File: config.mk
export PLATFORM = sky130hd
export DESIGN_NAME = spiflash_cache
export DESIGN_NICKNAME = d
export VERILOG_FILES = /design/src/rtl/spiflash_cache_pkg.sv /design/src/rtl/spiflash_cache_ram.sv /design/src/rtl/spiflash_cache.sv
export SDC_FILE = /design/constraint.sdc
export NUM_CORES = 2
export LEC_CHECK = 0
export BUFFER_PORTS_ARGS = -buffer_cell sky130_fd_sc_hd__buf_4
export CAP_MARGIN = 20
export CORE_MARGIN = 1.5
export CORE_UTILIZATION = 45
export DETAILED_ROUTE_END_ITERATION = 10
export GPL_TIMING_DRIVEN = 0
export PLACE_DENSITY = 0.6
export SLEW_MARGIN = 40
export SYNTH_ARGS = -nofsm -noshare
export SYNTH_HDL_FRONTEND = slang
export SYNTH_HIERARCHICAL = 1
export SYNTH_SLANG_ARGS = --single-unit
File: constraint.sdc
create_clock -name clk -period 33.3 [get_ports clk]
set_input_delay 0 -clock clk [delete_from_list [all_inputs] [get_ports clk]]
set_output_delay 0 -clock clk [all_outputs]
set_load 0.05 [all_outputs]
File: src/rtl/spiflash_cache_pkg.sv
// spiflash_cache_pkg: shared types, address width and field-width helpers for the flash line cache.
package spiflash_cache_pkg;
    localparam int ADDR_W = 24;
    typedef enum logic [1:0] {IDLE, FILL, RESP} state_e;
    function automatic int off_w(input int line_words);
        return $clog2(line_words);
    endfunction
    function automatic int idx_w(input int lines);
        return $clog2(lines);
    endfunction
    function automatic int tag_w(input int lines, input int line_words);
        return ADDR_W - 2 - $clog2(lines) - $clog2(line_words);
    endfunction
endpackage

File: src/rtl/spiflash_cache_ram.sv
// spiflash_cache_ram: simple dual-port 32-bit data array, synchronous write and synchronous read.
module spiflash_cache_ram #(
    parameter int DEPTH = 64,
    parameter int AW = 6
) (
    input  logic          clk,
    input  logic          we,
    input  logic [AW-1:0] waddr,
    input  logic [31:0]   wdata,
    input  logic [AW-1:0] raddr,
    output logic [31:0]   rdata
);
    logic [31:0] mem [DEPTH];
    always_ff @(posedge clk) begin
        if (we) mem[waddr] <= wdata;
        rdata <= mem[raddr];
    end
endmodule

File: src/rtl/spiflash_cache.sv
// spiflash_cache: read-only direct-mapped line cache in front of spimemio.
// Define SPIFLASH_CACHE_INSTR_ONLY_EN to let data reads (cpu_instr=0) bypass the cache.
module spiflash_cache
    import spiflash_cache_pkg::*;
#(
    parameter int LINES = 16,
    parameter int LINE_WORDS = 4
) (
    input  logic              clk,
    input  logic              reset,
    input  logic              flush,
    input  logic              cpu_valid,
    input  logic              cpu_instr,
    input  logic [ADDR_W-1:0] cpu_addr,
    input  logic [3:0]        cpu_wstrb,
    output logic              cpu_ready,
    output logic [31:0]       cpu_rdata,
    output logic              flash_valid,
    output logic [ADDR_W-1:0] flash_addr,
    input  logic              flash_ready,
    input  logic [31:0]       flash_rdata
);
    localparam int OB = off_w(LINE_WORDS);
    localparam int IB = idx_w(LINES);
    localparam int TB = tag_w(LINES, LINE_WORDS);

    state_e                 state_q, state_d;
    logic [LINES-1:0]       valid_q, valid_d;
    logic [LINES-1:0][TB-1:0] tag_q, tag_d;
    logic [ADDR_W-3:0]      addr_q, addr_d;
    logic [OB-1:0]          cnt_q, cnt_d;
    logic                   flushed_q, flushed_d, bypass_q, bypass_d;
    logic                   ready_q, ready_d, hit_q, hit_d, fvalid_q, fvalid_d;
    logic [ADDR_W-1:0]      faddr_q, faddr_d;
    logic [31:0]            word_q, word_d, rdata_q, rdata_d, ram_rdata;

    logic [IB-1:0] c_idx, idx;
    logic [TB-1:0] c_tag, tag;
    logic          c_bypass, fill_last, capture, unused;

    assign c_idx = cpu_addr[2+OB +: IB];
    assign c_tag = cpu_addr[ADDR_W-1 -: TB];
    assign idx = addr_q[OB +: IB];
    assign tag = addr_q[ADDR_W-3 -: TB];
    assign fill_last = bypass_q || cnt_q == '1;
    assign capture = bypass_q || cnt_q == addr_q[OB-1:0];
    assign unused = ^{cpu_addr[1:0], cpu_instr};
`ifdef SPIFLASH_CACHE_INSTR_ONLY_EN
    assign c_bypass = !cpu_instr;
`else
    assign c_bypass = 1'b0;
`endif

    always_comb begin
        state_d = state_q;
        valid_d = flush ? '0 : valid_q;
        tag_d = tag_q;
        addr_d = addr_q;
        cnt_d = cnt_q;
        flushed_d = flushed_q | flush;
        bypass_d = bypass_q;
        ready_d = 1'b0;
        hit_d = 1'b0;
        fvalid_d = fvalid_q;
        faddr_d = faddr_q;
        word_d = word_q;
        rdata_d = '0;
        case (state_q)
            IDLE: if (cpu_valid && !ready_q) begin
                if (|cpu_wstrb) begin
                    ready_d = 1'b1;
                end else if (!c_bypass && !flush && valid_q[c_idx] && tag_q[c_idx] == c_tag) begin
                    ready_d = 1'b1;
                    hit_d = 1'b1;
                end else begin
                    state_d = FILL;
                    addr_d = cpu_addr[ADDR_W-1:2];
                    cnt_d = '0;
                    flushed_d = 1'b0;
                    bypass_d = c_bypass;
                    fvalid_d = 1'b1;
                    faddr_d = c_bypass ? {cpu_addr[ADDR_W-1:2], 2'b00}
                                       : {cpu_addr[ADDR_W-1:2+OB], {OB{1'b0}}, 2'b00};
                end
            end
            FILL: if (fvalid_q && flash_ready) begin
                fvalid_d = 1'b0;
                cnt_d = cnt_q + OB'(1);
                faddr_d = {addr_q[ADDR_W-3:OB], cnt_q + OB'(1), 2'b00};
                if (capture) word_d = flash_rdata;
                if (fill_last) begin
                    state_d = RESP;
                    ready_d = 1'b1;
                    rdata_d = capture ? flash_rdata : word_q;
                    // A flush seen at any point of the fill leaves the line invalid.
                    if (!bypass_q && !flushed_d) begin
                        valid_d[idx] = 1'b1;
                        tag_d[idx] = tag;
                    end
                end
            end else if (!fvalid_q) begin
                fvalid_d = 1'b1;
            end
            default: state_d = IDLE;
        endcase
    end

    always_ff @(posedge clk or posedge reset) begin
        if (reset) begin
            state_q <= IDLE;
            valid_q <= '0;
            tag_q <= '0;
            addr_q <= '0;
            cnt_q <= '0;
            flushed_q <= 1'b0;
            bypass_q <= 1'b0;
            ready_q <= 1'b0;
            hit_q <= 1'b0;
            fvalid_q <= 1'b0;
            faddr_q <= '0;
            word_q <= '0;
            rdata_q <= '0;
        end else begin
            state_q <= state_d;
            valid_q <= valid_d;
            tag_q <= tag_d;
            addr_q <= addr_d;
            cnt_q <= cnt_d;
            flushed_q <= flushed_d;
            bypass_q <= bypass_d;
            ready_q <= ready_d;
            hit_q <= hit_d;
            fvalid_q <= fvalid_d;
            faddr_q <= faddr_d;
            word_q <= word_d;
            rdata_q <= rdata_d;
        end
    end

    // Hit data comes straight from the array's read register, loaded on the accepting edge.
    spiflash_cache_ram #(.DEPTH(LINES * LINE_WORDS), .AW(IB + OB)) u_ram (
        .clk(clk),
        .we(state_q == FILL && fvalid_q && flash_ready && !bypass_q),
        .waddr({idx, cnt_q}),
        .wdata(flash_rdata),
        .raddr(cpu_addr[2 +: IB+OB]),
        .rdata(ram_rdata)
    );

    assign cpu_ready = ready_q;
    assign cpu_rdata = hit_q ? ram_rdata : rdata_q;
    assign flash_valid = fvalid_q;
    assign flash_addr = faddr_q;
endmodule

* Word-level counts from Yosys, hierarchy flattened
Memory sizes are Yosys's and may differ from the RTL's. A register that Yosys moved wholly into a read port is not among the register bits. Index checks and enable logic that the tools add are counted. Widths: inputs -> output; s select.
Word-level totals: RAM bits 2048, register bits 390, memories kept 1, input port bits 66
Memories:
- u_ram.mem | depth 64, bits a word 32, read ports 1, clocked after memory_dff 1, wr ports 1, line spiflash_cache_ram.sv:13 | logic [31:0] mem [DEPTH];
Operators by class: $add $sub $neg 1, reductions and logical operators 19, magnitude comparators 3, bitwise logic cells 4, eq/ne operators 9, muxes and demuxes 55
Operators with widths (count):
- $bwmux 256 | 1
- $mux 32 | 5
- $mux 16 | 7
- $mux 24 | 4
- $bmux 16 s4 | 1
- $demux 16 s4 | 1
- $pmux 24 s2 | 1
- $mux 1 | 20
- $mux 2 | 9
- $eq 16x16->1 | 1
- $or 16x16->16 | 1
- $reduce_and 4->1 | 3
- $lt 4x5->1 const B | 2
- $ne 2x2->1 const B | 5
- $reduce_and 5->1 | 2
- $pmux 2 s2 | 2
- $logic_and 1x1->1 | 7
- $bmux 1 s4 | 1
- $demux 1 s4 | 1
- $ge 4x1->1 const B | 1
- $pmux 1 s2 | 2
- $reduce_or 4->1 | 1
- $logic_not 1->1 | 3
- $add 2x1->2 const B | 1
- 8 further kinds | 9

* Logic depth before layout (Yosys ltp)
depth in word-level cells 9, mapped depth 15

* Modules after synthesis
The synthesis kept the hierarchy.
Modules (own cells, without submodules):
- spiflash_cache_ram | times used 1, area each 78512.8 sq um, cells each 3324
- spiflash_cache | times used 1, area each 17915.9 sq um, cells each 1325

* Least setup slack after synthesis
Ideal clock, no wire load.
path kind register to register, from reg fvalid_q, in the netlist flash_valid, to mem u_ram.mem[49][0], enable pin, cell stages (with the launch flop) 7, setup time 0.461 ns, path slack 28.716 ns, data arrival time 4.123 ns, cell sequence dfrtp_1 > nand3_1 > inv_1 > clkbuf_1 > nor2b_1 > nand4_1 > nor3_1
Between the ends: longest elaborated chain between the ends 4
RTL lines:
- from (decl) | line spiflash_cache.sv:33 | logic ready_q, ready_d, hit_q, hit_d, fvalid_q, fvalid_d;
- from (signal assigned) | line spiflash_cache.sv:133 | fvalid_q <= fvalid_d;
- $logic_and 1x1->1 (2 in a row) | line spiflash_cache.sv:143 | .we(state_q == FILL && fvalid_q && flash_ready && !bypass_q),
- $mux 1 | line spiflash_cache_ram.sv:15 | if (we) mem[waddr] <= wdata;
- $mux 1 (not written as such) | line spiflash_cache_ram.sv:15
- to (decl) | line spiflash_cache_ram.sv:13
No other way between the ends.

* Worst setup path in the final report
from reg state_q[1], to mem u_ram.mem[49][14], enable pin
Between the ends: longest elaborated chain between the ends 5
RTL lines:
- from (decl) | line spiflash_cache.sv:27 | state_e state_q, state_d;
- from (signal assigned) | line spiflash_cache.sv:124 | state_q <= state_d;
- $eq 2x1->1 | line spiflash_cache.sv:143
- $logic_and 1x1->1 (2 in a row) | line spiflash_cache.sv:143
- $mux 1 | line spiflash_cache_ram.sv:15
- $mux 1 (not written as such) | line spiflash_cache_ram.sv:15
No other way between the ends.

==> impl_results.rst <==
.. list-table::
   :header-rows: 1

   * - Metric
     - Value
   * - Cell-by-cell listing of the critical path
     - nor2b_1, nand3_1, inv_1, clkbuf_2, nor2b_1, nand4_1, nor3_2, buf_4, buf_2, buf_4, buf_2, buf_4, buf_2
   * - Via count
     - 52600
   * - Placeable core region
     - 0.213 mm2
   * - Actual transition at the worst max-transition pin
     - 0.974 ns
   * - Synth Warn #
     - 6
   * - Chip Width
     - 466 um
   * - FFs w/ async S/R, synth
     - 0.157
   * - Minimum clock period after layout
     - 4.83 ns
   * - Root cell of the clock tree
     - clkbuf_16
   * - Max Cap Violations
     - 0
   * - Die H
     - 466 um
   * - Vias in the first global route
     - 51700
   * - Dominant synthesized flop cell
     - edfxtp_1
   * - Sequential cell area fraction in the yosys report
     - 0.745
   * - Crit Path Class
     - flip-flop to flip-flop
   * - Total Nets Final
     - 5411
   * - Clock Latency Late Sink
     - 0.94 ns
   * - Crit. Startpoint
     - state_q[1]
   * - Most used cells in the layout excluding fill and tap cells
     - edfxtp_1, mux4_2, dfrtp_1, mux2_2, clkbuf_16
   * - Worst Reg2Reg Path Length in Cells
     - 13
   * - RD Place Congestion
     - 0.909
   * - Remaining design rule violation count
     - 0
   * - First-pass GRT wire length
     - 418000 um
   * - Number of cells on the critical path
     - 13
   * - Bufs and invs on worst path
     - 8
   * - Gr ovfl total
     - 0
   * - Final hold slack
     - 0.0603 ns
   * - Pin count of the biggest net entering global routing
     - 81
   * - Number of instances in the synthesized netlist
     - 4649
   * - Hold depth
     - 4
   * - Antenna violations before repair
     - 15
   * - All-layer global routing usage
     - 0.280
   * - Initial Util
     - 0.454
   * - Number of clock buffers inserted by TritonCTS
     - 274
   * - Post-placement worst setup slack
     - 28.23 ns
   * - Unrepaired setup endpoints after global routing
     - false
   * - Count of flip-flops with a built-in enable after synthesis
     - 2048
   * - Final core utilization
     - 0.542
   * - #FFs+latches synth
     - 2466
   * - Static leakage
     - 40.0 nW
   * - Final ANT Viol Nets
     - 0
   * - Sink count of the clock tree
     - 2466
   * - Post-detail-place hpwl
     - 204000 um
   * - Worst-path clk slew
     - 0.06 ns
   * - Headroom to the max-slew limit
     - 0.350
   * - Synth-to-layout area growth
     - 19.5%
   * - Cell area after placement
     - 0.106 mm2
   * - Die Area
     - 0.217 mm2
   * - Final hold violations
     - 0
   * - Type of origin of the critical path
     - flip-flop
   * - Mapped cell area
     - 0.0964 mm2
   * - Setup TNS after final layout
     - 0 ns
   * - FF-to-FF Start
     - state_q[1]
   * - Worst vdd ir
     - 0.0587 mV
   * - Pre-Repair DR Iteration Count
     - 5
   * - Worst Setup End Kind
     - flip-flop
   * - Routed wire length
     - 304000 um
   * - Clock tree from TritonCTS
     - yes
   * - HP Start
     - cpu_addr[18]
   * - Data required time of the critical path
     - 33.90 ns
   * - Hold Path Class
     - primary input to flip-flop
   * - Arrival time worst endpoint
     - 5.43 ns
   * - Share of the clock period used by the worst path
     - 0.145
   * - Cell family contributing the most delay on the critical path
     - simple AND/OR/NAND/NOR gates
   * - Worst setup slack after layout
     - 28.47 ns
   * - Count of port buffers added during placement
     - 116
   * - Crit Path Max Fanout
     - 15
   * - Fmax achieved
     - 207 MHz
   * - Max H-tree Level
     - 5
   * - Result of the run
     - finished clean
   * - Clock Skew
     - 0.0589 ns
   * - Number of unique standard cell types used by synthesis
     - 66
   * - Most frequent standard cell in the layout excluding fill and tap cells
     - edfxtp_1
   * - Fraction of layout cells with a size suffix above 1
     - 0.345
   * - Count of pins over their slew limit
     - 0
   * - Routed wire per std cell
     - 36.4 um
   * - Final setup violating endpoints
     - 0
   * - Slowest-stage cell, CP
     - nor3_2
   * - Site row count
     - 169
   * - Longest individual stage delay on the worst path
     - 0.59 ns
   * - Maximum buffer depth of the clock tree
     - 4
   * - Number of vias per cell
     - 6.30
   * - Mean instance size in the synthesized netlist
     - 20.7 um2
   * - Post-Layout Inst Area
     - 0.115 mm2
   * - 1st-iter DRT viols
     - 6762
   * - P per Cell Area
     - 61.4 mW/mm2
   * - Num ports
     - 124
## tightest hold or removal path: stages
cell and delay, ns:
dlygate4sd3_1 0.53, buf_4 0.14, mux2i_1 0.08, a22oi_1 0.17
## registers in the layout, indices dropped and copies added (netlist names)
| signal | cells |
|---|---|
| word_q | 32 |
| state_q | 2 |
| valid_q | 16 |
| addr_q | 22 |
| flushed_q | 1 |
| rdata_q | 32 |
| u_ram/rdata | 32 |
| tag_q | 256 |
| cnt_q | 1 |
| flash_valid | 1 |
| u_ram/mem | 2048 |
| hit_q | 1 |
| flash_addr | 21 |
| cpu_ready | 1 |
## path summary, 6_finish.rpt
| check | endpoint | slack, ns |
|---|---|---|
| setup / recovery | u_ram/mem[49][14] | 28.47 |
| hold / removal | flash_addr[18] | 0.06 |
| setup reg to reg | u_ram/mem[49][14] | 28.47 |
| hold reg to reg | valid_q[7] | 0.48 |
| max in group asynchronous | tag_q[216] | 31.92 |
| min in group asynchronous | tag_q[252] | 0.29 |
## where the power goes
part | switching (mW) | internal, mW
clock network | 1.20 | 1.70
logic | 0.469 | 0.228
registers | 0.0631 | 3.42
total | 1.73 | 5.35
## through the flow
step / cells / power (mW)
floorplan: 4650 / 3.89
global placement: 7587 / 4.16
detailed placement: 7797 / 4.21
CTS: 8342 / 7.10
global route: 8345 / 7.27
finish: 8351 / 7.08
## per-layer routing
metal,track usage,wire length (um)
met5,0,7
met4,0.120,14700
met3,0.0594,30300
met2,0.439,143000
met1,0.382,116000
## timing repair
action / in CTS / in global routing
hold buffers: 90 / 0
buffers inserted: 0 / 0
gates resized for setup: 0 / 0
hold endpoints to repair: 2584 / 0
## Yosys cell counts, types with 9 or more instances
cell,instances,area [um2]
buf_2,67,335
dfrtp_1,386,9660
nand3_1,17,85.1
o21ai_0,24,120
o22ai_1,90,563
mux4_2,597,13400
o221ai_1,30,263
nand2b_1,17,106
dfxtp_1,32,641
nor3_1,15,75.1
a22oi_1,36,270
mux2i_1,146,1460
xor2_1,9,78.8
edfxtp_1,2048,61500
buf_1,25,93.8
mux2_2,347,3910
a21oi_1,97,485
buf_6,13,146
nor2b_1,26,163
a311oi_1,9,78.8
nand2_1,129,484
inv_1,18,67.6
nor2_1,178,668
clkbuf_1,140,526
buf_4,35,263
## logic make-up (layout without fill, tap and decap cells)
logic type               after synthesis  in the layout  synth area share
flip-flops                          2466           2466             0.745
XOR/XNOR                              14             14           0.00127
multiplexers                        1092           1092             0.196
buffers and inverters                300           1173            0.0149
AO/OA/AOI/OAI                        333            333            0.0226
other                                  1              9         0.0000389
AND/OR/NAND/NOR                      442            442            0.0208
adder cells (fa/ha/maj)                1              1          0.000130
## cell type report
type / count / area, um2
plain buffers: 280 / 1460
multi-input cells: 1884 / 23700
fillers: 16200 / 97300
clock buffers: 345 / 7370
flip-flops and latches: 2466 / 71800
well taps: 2821 / 3530
inverters: 20 / 82.6
diodes: 7 / 17.5
clock inverters: 110 / 1050
repair buffers: 418 / 6220
Note: power is estimated with default switching activity, not from simulation.
